File: config.mk
export PLATFORM = sky130hd
export DESIGN_NAME = key_edit_ctrl
export DESIGN_NICKNAME = d
export VERILOG_FILES = /design/src/rtl/key_edit_pkg.sv /design/src/rtl/key_edit_ctrl_debounce.sv /design/src/rtl/key_edit_ctrl.sv
export SDC_FILE = /design/constraint.sdc
export NUM_CORES = 1
export LEC_CHECK = 0
export ABC_CLOCK_PERIOD_IN_PS = 3780
export CAP_MARGIN = 20
export CORE_ASPECT_RATIO = 1.75
export CORE_MARGIN = 10
export CORE_UTILIZATION = 55
export DETAILED_ROUTE_END_ITERATION = 6
export HOLD_SLACK_MARGIN = 0.05
export PLACE_DENSITY = 0.73
export RECOVER_POWER = 50
export SLEW_MARGIN = 30
export SYNTH_ARGS = -nofsm -noshare
export SYNTH_HDL_FRONTEND = slang
export SYNTH_SLANG_ARGS = --single-unit
File: constraint.sdc
create_clock -name i_clk -period 3.78 [get_ports i_clk]
set_clock_uncertainty 0.15 [all_clocks]
set_input_delay 0.756 -clock i_clk [delete_from_list [all_inputs] [get_ports i_clk]]
set_output_delay 0.756 -clock i_clk [all_outputs]
set_load 0.005 [all_outputs]
File: src/rtl/key_edit_pkg.sv
// -----------------------------------------------------------------------------
// key_edit_pkg
// Shared types, key indices and cursor-search helpers for key_edit_ctrl.
//   state_e          : UI state (VIEW / EDIT)
//   K_EDIT..K_MINUS  : index of each key in the per-key vectors
//   next_unskipped   : next unmasked cursor position in a direction, wrapping
//   first_unskipped  : lowest unmasked cursor position (0 when all masked)
// Masks are passed zero-extended to MAX_POS bits so one helper serves every
// NUM_POS up to MAX_POS.
// -----------------------------------------------------------------------------
package key_edit_pkg;

  typedef enum logic {
    VIEW = 1'b0,
    EDIT = 1'b1
  } state_e;

  localparam int K_EDIT    = 0;
  localparam int K_SWI     = 1;
  localparam int K_PLUS    = 2;
  localparam int K_MINUS   = 3;
  localparam int NUM_KEYS  = 4;

  localparam int MAX_POS   = 32;
  localparam int POS_IDX_W = 5;

  // Searches pos+1, pos+2, ... (dir=0) or pos-1, pos-2, ... (dir=1) modulo
  // num_pos; returns pos itself when no other position is unmasked.
  function automatic int next_unskipped(input logic [MAX_POS-1:0] mask,
                                        input int pos,
                                        input logic dir,
                                        input int num_pos);
    int   res;
    int   cand;
    logic found;
    res   = pos;
    found = 1'b0;
    cand  = 0;
    for (int i = 1; i < MAX_POS; i++) begin
      if (dir) begin
        cand = (pos + num_pos - i) % num_pos;
      end else begin
        cand = (pos + i) % num_pos;
      end
      if (!found && (i < num_pos) && !mask[cand[POS_IDX_W-1:0]]) begin
        res   = cand;
        found = 1'b1;
      end else begin
        res   = res;
      end
    end
    return res;
  endfunction

  function automatic int first_unskipped(input logic [MAX_POS-1:0] mask,
                                         input int num_pos);
    int   res;
    logic found;
    res   = 0;
    found = 1'b0;
    for (int i = 0; i < MAX_POS; i++) begin
      if (!found && (i < num_pos) && !mask[i[POS_IDX_W-1:0]]) begin
        res   = i;
        found = 1'b1;
      end else begin
        res   = res;
      end
    end
    return res;
  endfunction

endpackage

File: src/rtl/key_edit_ctrl_debounce.sv
// -----------------------------------------------------------------------------
// key_debounce
// 2-FF synchroniser, counter debounce and registered press pulse for one
// active-low key.
//   i_clk, i_rst_n : clock, asynchronous active-low reset
//   i_key_n        : raw key, active-low
//   o_level        : debounced level (1 = released)
//   o_press        : one-cycle pulse on a debounced 1->0 transition
// The debounced level follows the synchronised key once the two have differed
// for DEB_CYCLES consecutive cycles; any cycle of agreement clears the count.
// -----------------------------------------------------------------------------
module key_debounce #(
  parameter int DEB_CYCLES = 250000
) (
  input  logic i_clk,
  input  logic i_rst_n,
  input  logic i_key_n,
  output logic o_level,
  output logic o_press
);

  localparam int CNT_W = (DEB_CYCLES > 1) ? $clog2(DEB_CYCLES) : 1;

  logic             r_sync1;
  logic             r_sync2;
  logic             r_level;
  logic             r_level_d;
  logic [CNT_W-1:0] r_cnt;
  logic             r_press;

  // Synchroniser, stability counter, debounced level and press-edge register
  always_ff @(posedge i_clk or negedge i_rst_n) begin
    if (!i_rst_n) begin
      r_sync1   <= 1'b1;
      r_sync2   <= 1'b1;
      r_level   <= 1'b1;
      r_level_d <= 1'b1;
      r_cnt     <= '0;
      r_press   <= 1'b0;
    end else begin
      r_sync1   <= i_key_n;
      r_sync2   <= r_sync1;
      r_level_d <= r_level;
      // Press is taken from the registered level history, one cycle after
      // the level itself changes.
      r_press   <= r_level_d & ~r_level;
      if (r_sync2 != r_level) begin
        if (r_cnt == CNT_W'(DEB_CYCLES - 1)) begin
          r_level <= r_sync2;
          r_cnt   <= '0;
        end else begin
          r_cnt   <= r_cnt + CNT_W'(1);
        end
      end else begin
        r_cnt <= '0;
      end
    end
  end

  assign o_level = r_level;
  assign o_press = r_press;

endmodule

File: src/rtl/key_edit_ctrl.sv
// -----------------------------------------------------------------------------
// key_edit_ctrl
// UI key manager: debounces four active-low keys and maintains the selected
// screen, edit-mode flag and edit cursor, issuing inc/dec requests in EDIT.
//   i_clk, i_rst_n      : clock, asynchronous active-low reset
//   i_key_*_n           : raw keys (edit, swi, plus, minus), active-low
//   i_swi_reverse       : 0 = cursor moves up, 1 = cursor moves down
//   i_pos_skip_mask     : bit p set = cursor position p is skipped
//   o_screen            : current screen
//   o_edit_mode         : 1 = editing
//   o_edit_pos          : current cursor position
//   o_inc_pulse/o_dec_pulse : one-cycle requests for the digit at o_edit_pos
// Optional build macro KEY_AUTOREPEAT_EN: holding plus/minus in EDIT repeats
// inc/dec after REPEAT_DELAY cycles, then every REPEAT_PERIOD cycles.
// Event priority when presses coincide: edit > swi > plus > minus.
// -----------------------------------------------------------------------------
module key_edit_ctrl
  import key_edit_pkg::*;
#(
  parameter int          NUM_SCREENS      = 3,
  parameter int          NUM_POS          = 8,
  parameter logic [31:0] EDITABLE_SCREENS = 32'h0000_0001,
  parameter int          DEB_CYCLES       = 250000
`ifdef KEY_AUTOREPEAT_EN
  ,
  parameter int          REPEAT_DELAY     = 25_000_000,
  parameter int          REPEAT_PERIOD    = 5_000_000
`endif
) (
  input  logic                           i_clk,
  input  logic                           i_rst_n,
  input  logic                           i_key_edit_n,
  input  logic                           i_key_swi_n,
  input  logic                           i_key_plus_n,
  input  logic                           i_key_minus_n,
  input  logic                           i_swi_reverse,
  input  logic [NUM_POS-1:0]             i_pos_skip_mask,
  output logic [$clog2(NUM_SCREENS)-1:0] o_screen,
  output logic                           o_edit_mode,
  output logic [$clog2(NUM_POS)-1:0]     o_edit_pos,
  output logic                           o_inc_pulse,
  output logic                           o_dec_pulse
);

  localparam int SCR_W = $clog2(NUM_SCREENS);
  localparam int POS_W = $clog2(NUM_POS);

  logic [NUM_KEYS-1:0] w_keys_n;
  logic [NUM_KEYS-1:0] w_lvl;
  logic [NUM_KEYS-1:0] w_press;

  logic [MAX_POS-1:0]  w_mask_ext;
  logic [POS_W-1:0]    w_first_pos;
  logic [POS_W-1:0]    w_next_swi;
  logic [POS_W-1:0]    w_next_up;
  logic                w_cur_skipped;
  logic                w_screen_editable;
  logic                w_plus_req;
  logic                w_minus_req;
  logic                w_ev_edit;
  logic                w_ev_swi;
  logic                w_ev_plus;
  logic                w_ev_minus;

  state_e              r_state;
  logic [SCR_W-1:0]    r_screen;
  logic                r_edit_mode;
  logic [POS_W-1:0]    r_edit_pos;
  logic                r_inc;
  logic                r_dec;

  assign w_keys_n[K_EDIT]  = i_key_edit_n;
  assign w_keys_n[K_SWI]   = i_key_swi_n;
  assign w_keys_n[K_PLUS]  = i_key_plus_n;
  assign w_keys_n[K_MINUS] = i_key_minus_n;

  for (genvar k = 0; k < NUM_KEYS; k++) begin : g_key
    key_debounce #(.DEB_CYCLES(DEB_CYCLES)) u_deb (
      .i_clk   (i_clk),
      .i_rst_n (i_rst_n),
      .i_key_n (w_keys_n[k]),
      .o_level (w_lvl[k]),
      .o_press (w_press[k])
    );
  end

`ifdef KEY_AUTOREPEAT_EN
  logic [31:0] r_rep_cnt;
  logic        r_rep_armed;
  logic        r_rep_plus;
  logic        r_rep_minus;
  logic        w_hold_plus;
  logic        w_hold_minus;
  logic [31:0] w_rep_target;

  assign w_hold_plus  = ~w_lvl[K_PLUS];
  assign w_hold_minus = ~w_lvl[K_MINUS] & w_lvl[K_PLUS];
  assign w_rep_target = r_rep_armed ? 32'(REPEAT_PERIOD - 1) : 32'(REPEAT_DELAY - 1);

  // Hold timer: first repeat after REPEAT_DELAY, then every REPEAT_PERIOD
  always_ff @(posedge i_clk or negedge i_rst_n) begin
    if (!i_rst_n) begin
      r_rep_cnt   <= 32'd0;
      r_rep_armed <= 1'b0;
      r_rep_plus  <= 1'b0;
      r_rep_minus <= 1'b0;
    end else begin
      r_rep_plus  <= 1'b0;
      r_rep_minus <= 1'b0;
      if ((r_state != EDIT) || !(w_hold_plus || w_hold_minus) ||
          w_press[K_PLUS] || w_press[K_MINUS]) begin
        r_rep_cnt   <= 32'd0;
        r_rep_armed <= 1'b0;
      end else if (r_rep_cnt == w_rep_target) begin
        r_rep_cnt   <= 32'd0;
        r_rep_armed <= 1'b1;
        r_rep_plus  <= w_hold_plus;
        r_rep_minus <= w_hold_minus;
      end else begin
        r_rep_cnt   <= r_rep_cnt + 32'd1;
      end
    end
  end

  // A repeat landing on the cycle EDIT is left must not reach VIEW
  assign w_plus_req  = w_press[K_PLUS]  | (r_rep_plus  & (r_state == EDIT));
  assign w_minus_req = w_press[K_MINUS] | (r_rep_minus & (r_state == EDIT));
`else
  logic w_unused_lvl;
  assign w_unused_lvl = &w_lvl;
  assign w_plus_req   = w_press[K_PLUS];
  assign w_minus_req  = w_press[K_MINUS];
`endif

  // Event arbitration, mask extension and combinational cursor search
  always_comb begin
    w_ev_edit  = w_press[K_EDIT];
    w_ev_swi   = w_press[K_SWI] & ~w_press[K_EDIT];
    w_ev_plus  = w_plus_req & ~w_press[K_EDIT] & ~w_press[K_SWI];
    w_ev_minus = w_minus_req & ~w_press[K_EDIT] & ~w_press[K_SWI] & ~w_plus_req;

    w_mask_ext = '0;
    w_mask_ext[NUM_POS-1:0] = i_pos_skip_mask;

    w_first_pos   = POS_W'(first_unskipped(w_mask_ext, NUM_POS));
    w_next_swi    = POS_W'(next_unskipped(w_mask_ext, int'(r_edit_pos), i_swi_reverse, NUM_POS));
    w_next_up     = POS_W'(next_unskipped(w_mask_ext, int'(r_edit_pos), 1'b0, NUM_POS));
    w_cur_skipped = i_pos_skip_mask[r_edit_pos];

    w_screen_editable = 1'b0;
    for (int s = 0; s < NUM_SCREENS; s++) begin
      if (r_screen == SCR_W'(s)) begin
        w_screen_editable = EDITABLE_SCREENS[s];
      end else begin
        w_screen_editable = w_screen_editable;
      end
    end
  end

  // UI state machine with registered outputs
  always_ff @(posedge i_clk or negedge i_rst_n) begin
    if (!i_rst_n) begin
      r_state     <= VIEW;
      r_screen    <= '0;
      r_edit_mode <= 1'b0;
      r_edit_pos  <= '0;
      r_inc       <= 1'b0;
      r_dec       <= 1'b0;
    end else begin
      r_inc <= 1'b0;
      r_dec <= 1'b0;
      case (r_state)
        VIEW: begin
          if (w_ev_edit) begin
            if (w_screen_editable) begin
              r_state     <= EDIT;
              r_edit_mode <= 1'b1;
              r_edit_pos  <= w_first_pos;
            end else begin
              r_state     <= VIEW;
            end
          end else if (w_ev_plus) begin
            if (r_screen == SCR_W'(NUM_SCREENS - 1)) begin
              r_screen <= '0;
            end else begin
              r_screen <= r_screen + SCR_W'(1);
            end
          end else if (w_ev_minus) begin
            if (r_screen == '0) begin
              r_screen <= SCR_W'(NUM_SCREENS - 1);
            end else begin
              r_screen <= r_screen - SCR_W'(1);
            end
          end else begin
            r_state <= VIEW;
          end
        end
        EDIT: begin
          if (w_ev_edit) begin
            r_state     <= VIEW;
            r_edit_mode <= 1'b0;
            r_edit_pos  <= '0;
          end else begin
            // A swi move already lands on an unskipped position, so it wins
            // over the skip-mask correction.
            if (w_ev_swi) begin
              r_edit_pos <= w_next_swi;
            end else if (w_cur_skipped) begin
              r_edit_pos <= w_next_up;
            end else begin
              r_edit_pos <= r_edit_pos;
            end
            if (w_ev_plus) begin
              r_inc <= 1'b1;
            end else if (w_ev_minus) begin
              r_dec <= 1'b1;
            end else begin
              r_inc <= 1'b0;
            end
          end
        end
        default: begin
          r_state     <= VIEW;
          r_edit_mode <= 1'b0;
          r_edit_pos  <= '0;
        end
      endcase
    end
  end

  assign o_screen    = r_screen;
  assign o_edit_mode = r_edit_mode;
  assign o_edit_pos  = r_edit_pos;
  assign o_inc_pulse = r_inc;
  assign o_dec_pulse = r_dec;

endmodule

## Word level (Yosys, flattened, before mapping)

Cells that the tools add are included.

| storage, ports and cells | value |
|---|---|
| bits in registers | 101 |
| bits in latches | 0 |
| bits in writable memories | 0 |
| ROM bits | 0 |
| output and inout port bits | 8 |
| memories | 0 |

| cells by class | value |
|---|---|
| add/sub/neg operators | 21 |
| multiply operators | 0 |
| div/mod/pow operators | 0 |
| order comparisons | 15 |
| equal/unequal tests | 16 |
| shift-type cells | 0 |
| multiplexer cells | 113 |
| bitwise operators | 32 |
| reduce and logical (&&, ||, !) cells | 77 |

Operators by type and width:

| cell | count |
|---|---|
| 18-bit two-way mux | 8 |
| 32-bit by 4-bit subtractor with 32-bit output (second input constant) | 4 |
| 5-bit by 6-bit < comparator with 1-bit output (second input constant) | 14 |
| 18-bit by 1-bit adder with 18-bit output (second input constant) | 4 |
| 18-bit equality test (second input constant) | 4 |
| 3-bit two-way mux | 23 |
| 32-bit by 3-bit subtractor with 32-bit output (second input constant) | 2 |
| 1-bit two-way mux | 51 |
| 3-bit OR reduction | 14 |
| 1-bit binary-select mux with 5-bit select | 7 |
| 1-bit logical NOT | 35 |
| 5-bit two-way mux | 7 |
| 32-bit by 2-bit subtractor with 32-bit output (second input constant) | 1 |
| 1-bit binary-select mux with 4-bit select | 7 |
| 10-bit by 3-bit inequality test with 1-bit output (second input constant) | 2 |
| 1-bit logical AND | 19 |
| 1-bit bitwise AND | 17 |
| 3-bit adder (second input constant) | 4 |
| 2-bit two-way mux | 6 |
| 1-bit NOT | 8 |
| 2-bit AND reduction | 4 |
| 1-bit bitwise AND (first input constant) | 7 |
| 3-bit by 2-bit adder with 3-bit output (second input constant) | 2 |
| 3-bit one-hot mux with 2 select lines | 1 |
| other kinds (17) | 23 |

## Logic depth before layout (Yosys ltp)

| depth | value |
|---|---|
| depth in word-level cells | 28 |
| gate-level depth with buffers | 13 |

## Cells and area by module

Synthesis repeated with hierarchy kept, for this count alone.

| second synthesis, totals | value |
|---|---|
| cells, all modules | 648 |
| area total of the unflattened synthesis | 6,368.6 µm² |

By module, submodules not included:

| module | instances | cells an instance | area an instance (µm²) |
|---|---|---|---|
| key_debounce | 4 | 101 | 1,091.0 |
| key_edit_ctrl | 1 | 244 | 2,004.4 |

## Worst setup path before layout

Ideal clock, no wire load.

| path | value |
|---|---|
| path type | reg2reg |
| start point | register r_edit_pos[1] (netlist: o_edit_pos[1]) |
| end point | register r_edit_pos[0] (netlist: o_edit_pos[0]) |
| setup time | 125 ps |
| arrival time | 3,134 ps |
| required time | 3,505 ps |
| setup slack | 371 ps |
| stages on the path, launching flop included | 13 |
| buffers on the path | 2 |
| cell sequence | dfrtp_1 > buf_4 > clkinv_1 > ha_1 > buf_4 > clkinv_1 > mux4_2 > nand3b_4 > nor3_2 > a21oi_1 > and2_1 > o31ai_2 > mux2_2 |

| on the way | value |
|---|---|
| cells in the longest elaborated chain, start to end | 28 |
| elaborated cells between the ends (all ways) | 146 |
| those cells by class | add/sub: 15; eq/ne: 3; mux: 65; bitwise: 14; reduce/logical: 49 |

Ends and longest elaborated chain:

| element | RTL line | text |
|---|---|---|
| start, declared | key_edit_ctrl.sv:68 | `logic [POS_W-1:0] r_edit_pos;` |
| start signal, assigned | key_edit_ctrl.sv:178 | `r_edit_pos <= w_first_pos;` |
| start signal, assigned | key_edit_ctrl.sv:207 | `r_edit_pos <= w_next_swi;` |
| start signal, assigned | key_edit_ctrl.sv:209 | `r_edit_pos <= w_next_up;` |
| 3-bit by 4-bit adder with 5-bit output | n/a |  |
| 32-bit by 3-bit subtractor with 32-bit output | key_edit_pkg.sv:41 | `cand = (pos + num_pos - i) % num_pos;` |
| 3-bit OR reduction (no line) | n/a |  |
| 1-bit bitwise AND (no line) | n/a |  |
| 5-bit two-way mux | key_edit_pkg.sv:40 | `if (dir) begin` |
| 1-bit binary-select mux with 5-bit select | key_edit_pkg.sv:45 | `if (!found && (i < num_pos) && !mask[cand[POS_IDX_W-1:0]]) begin` |
| 1-bit two-way mux (not written as such) | key_edit_pkg.sv:45 |  |
| 1-bit logical NOT | key_edit_pkg.sv:45 |  |
| [... 12 more ...] | n/a |  |
| 1-bit logical AND | key_edit_pkg.sv:45 |  |
| 1-bit two-way mux | key_edit_pkg.sv:45 |  |
| 1-bit logical NOT | key_edit_pkg.sv:45 |  |
| 1-bit logical AND | key_edit_pkg.sv:45 |  |
| 3-bit two-way mux | key_edit_pkg.sv:45 |  |
| 3-bit two-way mux | key_edit_ctrl.sv:206 | `if (w_ev_swi) begin` |
| 3-bit two-way mux | key_edit_ctrl.sv:199 | `if (w_ev_edit) begin` |
| 3-bit one-hot mux with 2 select lines | key_edit_ctrl.sv:172 | `case (r_state)` |

Parallel ways exist; a longest one is shown, timed or not. The select of a mux whose other input is x is not followed.
A chain may end at the register's enable or synchronous reset.

## Worst setup path after layout

| path | value |
|---|---|
| start point | register r_edit_pos[0] (netlist: o_edit_pos[0]) |
| end point | register r_edit_pos[1] (netlist: o_edit_pos[1]) |

The elaborated chain is that of the path after synthesis.

==> metrics.md <==
| Metric | Value |
|---|---|
| Status | completed |
| Post-synth EDFFs | 0 |
| Top delay family on crit path | multiplexers |
| GRT Util Overall | 0.185 |
| DRT iter0 DRCs | 323 |
| Max Slew Vio Count | 0 |
| Post-DP HPWL | ~11000 um |
| Final Cycle Share | 0.975 |
| Crit path required time | between 3 and 4 ns |
| Vias in the first global route | 4772 |
| First-pass DRT Iterations | 4 |
| Max_cap viols | 0 |
| Share of layout cells above drive strength 1 | 0.154 |
| Total grt overflow | 0 |
| Rows | 50 |
| Fin. Hold Viols | 0 |
| Critical path endpoint category | flop |
| Initial Util | 0.556 |
| PortBufs | 22 |
| First-pass GRT wire length | roughly 23000 um |
| H-Tree Level Count | 3 |
| Tot Pwr | about 2500 uW |
| Peak supply drop | a little under 0.0004 V |
| Postcts setup bufs | 0 |
| Pwr per Cell Area | between 300 and 400 mW/mm^2 |
| Tmin final | approximately 3.7 ns |
| CTS resizes | 0 |
| Layout Nets | about 670 |
| RR Startpoint | o_edit_pos[0]$_DFFE_PN0P_ |
| Vias | 4606 |
| Initial antenna violation count | 0 |
| Hold-fix buffer count after cts | 0 |
| CP Data Arrival Time | ~3.8 ns |
| Number of synthesis warnings | 0 |
| Top Ports | 23 |
| Worst-case clock buffer depth | 2 |
| Wirelength per Cell | 18.0 um |
| Synth Register Bits | approximately 100 |
| CTS tree | yes |
| Final Setup Violations | 0 |
| Worst setup margin | 0.0939 ns |
| Post-Syn Area | 0.00591 sq mm |
| CP max stage cell | ha_1 |
| Worst skew pair latency | approximately 0.34 ns |
| Pin count of the biggest net entering global routing | 63 |
| Root Buffer | clkbuf_16 |
| Post-synth cell types | 61 |
| Clk slew on worst S/H paths | around 0.060 ns |
| Final Hold Slack | 0.207 ns |
| GP Congestion | about 1.0 |
| Tightest Hold Check Type | reg2reg |
| Max FO, Critical Path | 9 |
| Core Region | between 0.01 and 0.015 sq mm |
| Ys flop type | dfrtp_1 |
| DRC errors left | 0 |
| N_diodes | 0 |
| Max Clock Freq | around 270 MHz |
| Synthesis-to-finish area growth | 14.2% |
| CP Class | reg2reg |
| Syn Inst Count | 598 |
| Critical-path cell list | inv_1, ha_1, clkinv_1, mux4_2, nand3b_4, o31ai_1, buf_4, a41oi_2, o31ai_1, mux2_1 |
| Unrepaired setup endpoints after global routing | false |
| Final setup TNS | 0 ns |
| Die Wd | about 98 um |
| Die Y-Extent | around 160 um |
| DIE AREA | approximately 0.015 sq mm |
| Final ANT Viol Nets | 0 |
| Filler Cell Count | slightly below 900 |
| Clock Sinks | 101 |
| Beginning of the worst hold path | g_key[0].u_deb.r_sync1$_DFF_PN1_ |
| DR vias/cell | about 5.9 |
| Average size of a mapped cell | 9.88 sq um |
| Startpoint Class | flop |
| Critical path's most frequent cell | o31ai_1 |
| FF/Latch Area | 0.00255 sq mm |
| Net Count, Synth | 622 |
| Dpl ws | 0.0288 ns |
| Asr flop ratio synth | 1.00 |
| CP peak stage delay | 0.59 ns |
| Routed wire length | around 14000 um |
| CTS buffer count | 9 |
| WP buf/inv | 3 |
| Slew @ Worst Pin | approximately 1.5 ns |
| Area of the multi-input gates | ~0.0032 sq mm |
| Post-layout util | 0.634 |
| Rel. slew slack | 0.0319 |
| Sequential fraction of the synthesis area | 0.431 |
| Crit path from | o_edit_pos[0]$_DFFE_PN0P_ |
| Leak | around 0.0028 uW |
layout by cell type (no fill, tap or decap), types with 18 or more instances in the layout:
cell type,instances
nor2_1,98
buf_4,28
nand3_1,36
xnor2_1,31
xor2_1,39
o21ai_0,18
mux2i_1,18
nand2_1,46
a21oi_1,19
dfrtp_1,85
through the flow:
stage          area [sq um]  cells
2_1_floorplan          5910    598
3_3_place_gp           6430    762
3_5_place_dp           6430    762
4_1_cts                6760    778
5_1_grt                6750    778
6_report               6750    778
metal layers:
layer | track usage | routed length [um] | share of wire
met1 | 0.173 | 4880 | 0.35
met2 | 0.359 | 7970 | 0.57
met3 | 0.0281 | 433 | 0.031
met4 | 0.118 | 692 | 0.050
met5 | 0 | 0 | 0
logic make-up (layout without fill, tap and decap cells):
| logic type | after synthesis | after routing | synth area share |
|---|---|---|---|
| AND/OR/NAND/NOR | 260 | 260 | 0.212 |
| flip-flops | 101 | 101 | 0.431 |
| XOR/XNOR | 74 | 74 | 0.119 |
| AO/OA/AOI/OAI | 69 | 69 | 0.0765 |
| multiplexers | 49 | 49 | 0.114 |
| buffers and inverters | 36 | 86 | 0.0288 |
| adder cells (fa/ha/maj) | 9 | 9 | 0.0191 |
cell usage after synthesis (all sizes together), types with 2 or more instances:
library cell,n,area share
o21ai,19,0.016
inv,15,0.0095
nor4b,4,0.0059
clkinv,2,0.0013
clkbuf,12,0.0076
a21boi,2,0.0025
or4,2,0.0025
dfrtp,85,0.36
mux2i,21,0.037
o211ai,2,0.0025
a311oi,2,0.0030
nand4,7,0.0074
nor4bb,2,0.0034
nand3,36,0.030
dfstp,16,0.071
mux2,16,0.030
nor3,18,0.016
nor4,8,0.011
nor2b,7,0.0074
a21oi,19,0.016
xnor2,34,0.058
nand3b,2,0.0047
nand2,46,0.029
ha,9,0.019
o22ai,3,0.0032
or2,5,0.0053
a31oi,3,0.0032
mux4,12,0.046
a311o,2,0.0034
a41oi,2,0.0042
nand2b,2,0.0021
buf,7,0.010
nor2,98,0.062
o41ai,2,0.0030
xor2,40,0.061
and2,2,0.0021
o31ai,4,0.0059
and3,14,0.015
or3,7,0.0074
area by class of cell:
type,instances,area share
Multi-Input combinational cell,461,0.473
Sequential cell,101,0.378
Timing Repair Buffer,53,0.0671
Clock buffer,13,0.0386
Tap cell,130,0.0241
Clock inverter,3,0.0102
Inverter,17,0.00946
power breakdown:
part | switching, uW | internal (uW)
logic | 225 | 170
registers | 15.6 | 1100
clock network | 375 | 618
total | 616 | 1890
sequential cells by signal, indices dropped and copies added (netlist names), 2 cells and up:
signal / cells
g_key.u_deb.r_cnt: 72
g_key.u_deb.o_level: 4
g_key.u_deb.o_press: 4
g_key.u_deb.r_sync2: 4
o_edit_pos: 3
g_key.u_deb.r_level_d: 4
g_key.u_deb.r_sync1: 4
o_screen: 2
final timing paths:
check,end,slack [ns],cells past startpoint
max in group asynchronous,g_key[0].u_deb.r_cnt[17]$_DFF_PN0_,1.14,2
min in group asynchronous,g_key[2].u_deb.r_cnt[4]$_DFF_PN0_,0.62,1
worst min register to register,g_key[0].u_deb.r_sync2$_DFF_PN1_,0.21,0
worst max-delay path,o_edit_pos[1]$_DFFE_PN0P_,0.09,10
worst max register to register,o_edit_pos[1]$_DFFE_PN0P_,0.09,10
worst min-delay path,g_key[0].u_deb.r_sync2$_DFF_PN1_,0.21,0
Power figures use the tool's default switching activity.
==> patch, RTL diff (same flow settings) <==
The option `KEY_AUTOREPEAT_EN` is turned on by a define.
--- a/src/rtl/key_edit_ctrl.sv
+++ b/src/rtl/key_edit_ctrl.sv
@@ -14,6 +14,8 @@
 // inc/dec after REPEAT_DELAY cycles, then every REPEAT_PERIOD cycles.
 // Event priority when presses coincide: edit > swi > plus > minus.
 // -----------------------------------------------------------------------------
+`define KEY_AUTOREPEAT_EN
+
 module key_edit_ctrl
   import key_edit_pkg::*;
 #(
Check against the original RTL: not settled (the Yosys comparison gave no result); the edit may change what the design does.
==> patch against the original RTL <==
  * The run now ends with max-capacitance violations, max-slew violations left
  * Worst setup slack gained 0.17 ns
  * Synthesized cell count grew 33%
  * Critical path depth shrank 1
  * Design area grew 30%
  * Synthesized area grew 30%
  * Total power grew 41%
  * First-iteration DRC count shrank 9.3%
  * Sequential cell count grew 35
  * Register-to-register slack gained 0.31 ns
  * Routed wire length grew 26%
  * Hold slack lost 0.0022 ns
  * Critical path type is now input port to flip-flop
  * Largest cell class unchanged
==> patch: results (changes against the original RTL) <==
Clocking
  – Number of CTS-inserted buffers: 17 (+8)
  – CTS H-tree depth: 4 (+1)
  – Clk sinks: 136 (+35%)

Cells and area
  – FILL cells: 1,111 (+24%)
  – Sequential share of cell area: 0.389 (+0.0114)
  – Layout cells sized above 1: 0.144 (-0.0103)
  – Layout Nets: 866 (+30%)
  – Comb_multi_in: 606 (+31%)
  – Non-clock buffers: 59 (+11%)
  – Multi-input gate area: 4020 um2 (+26%)

Worst setup path
  – Reg2Reg Depth: 11 (+1)
  – Worst Setup SP: i_swi_reverse
  – Crit path DAT: 3.69 ns (-0.07 ns)
  – Reg2Reg Setup Slack: 0.40 ns (+0.31 ns)

Logic synthesis
  – Top cells by area, synth: dfrtp_1 (39%), nor2_1 (7.0%), xor2_1 (7.0%)
  – Syn Nets: 821 (+32%)
  – Synth cell types: 57 (-6.6%)

Power and ir drop
  – Leakage: 3.67 nW (+31%)
  – Switching share of power: 0.257 (+0.0108)
  – VDD IR max: 0.522 mV (+33%)

Global routing
  – Number of global-route vias before repair: 6,309 (+32%)

Outcome
  – Failing checks: max-capacitance violations, max-slew violations
  – Status: complete, but fails checks

Detailed routing
  – DRT Pass-1 Iters: 5 (+1)
  – Via count: 6,011 (+31%)
  – 1st-iter DRT viols: 293 (-9.3%)
  – Total length of routed wires: 17.7 mm (+26%)

STA
  – Tcrit/Tclk final: 0.931 (-0.0442)
  – Final Max Slew Viols: 86 (+86)

Placed design
  – Dpl ws: -0.102 ns (-0.131 ns)
  – DP HPWL: 12.9 mm (+23%)

Run
  – Max cap viols: 1 (+1)
[patch: cell count changes after synthesis, sizes merged, moves of 7 or more]
cell    unedited run  this run
nand3             36        51
nand2             46        62
xor2              40        62
dfrtp             85       120
clkbuf            12        22
mux2i             21        28
nor2              98       143
nand4              7        16
[patch: power groups by stage]
stage / clock, mW / sequential (mW) / combinational (mW)
finish: 1.57 / 1.49 / 0.462
global route: 1.67 / 1.49 / 0.498
CTS: 1.60 / 1.49 / 0.463
detailed placement: 0 / 1.52 / 0.459
global placement: 0 / 1.52 / 0.455
floorplan: 0 / 1.51 / 0.281
[patch: through the flow]
step	power (mW)	TNS, ns	std cells	cell area (um2)	hold slack, ns
2_1_floorplan	1.79	0	796	7680	0.195
3_3_place_gp	1.97	-0.0509	999	8250	0.196
3_5_place_dp	1.98	-0.124	999	8250	0.197
4_1_cts	3.56	0	1031	8820	0.206
5_1_grt	3.66	0	1031	8800	0.208
6_report	3.53	0	1031	8800	0.205
[patch: routing by layer]
layer / share of wire / wire length [um] / global-route usage / vias to the layer above
li1: - / - / - / 2857
met1: 0.37 / 6530 / 0.202 / 2956
met2: 0.54 / 9460 / 0.337 / 149
met3: 0.035 / 623 / 0.0376 / 49
met4: 0.059 / 1050 / 0.115 / 0
met5: 0 / 0 / 0 / -
[patch: worst max-delay path, cell delays in order]
cell and delay [ns]:
clkdlybuf4s50_1 0.55, xnor2_1 0.31, mux4_2 0.60, a211oi_2 0.26, nand4bb_1 0.21, o211ai_1 0.22
a41oi_1 0.08, or4_1 0.53, a31oi_1 0.17
[patch: kinds of logic after synthesis]
logic type,after synthesis,synth area share
mux,59,0.104
flops,136,0.446
buf+inv,54,0.0314
compound gates,72,0.0596
xor+xnor,99,0.114
simple gates,366,0.229
fa+ha+maj,10,0.0163
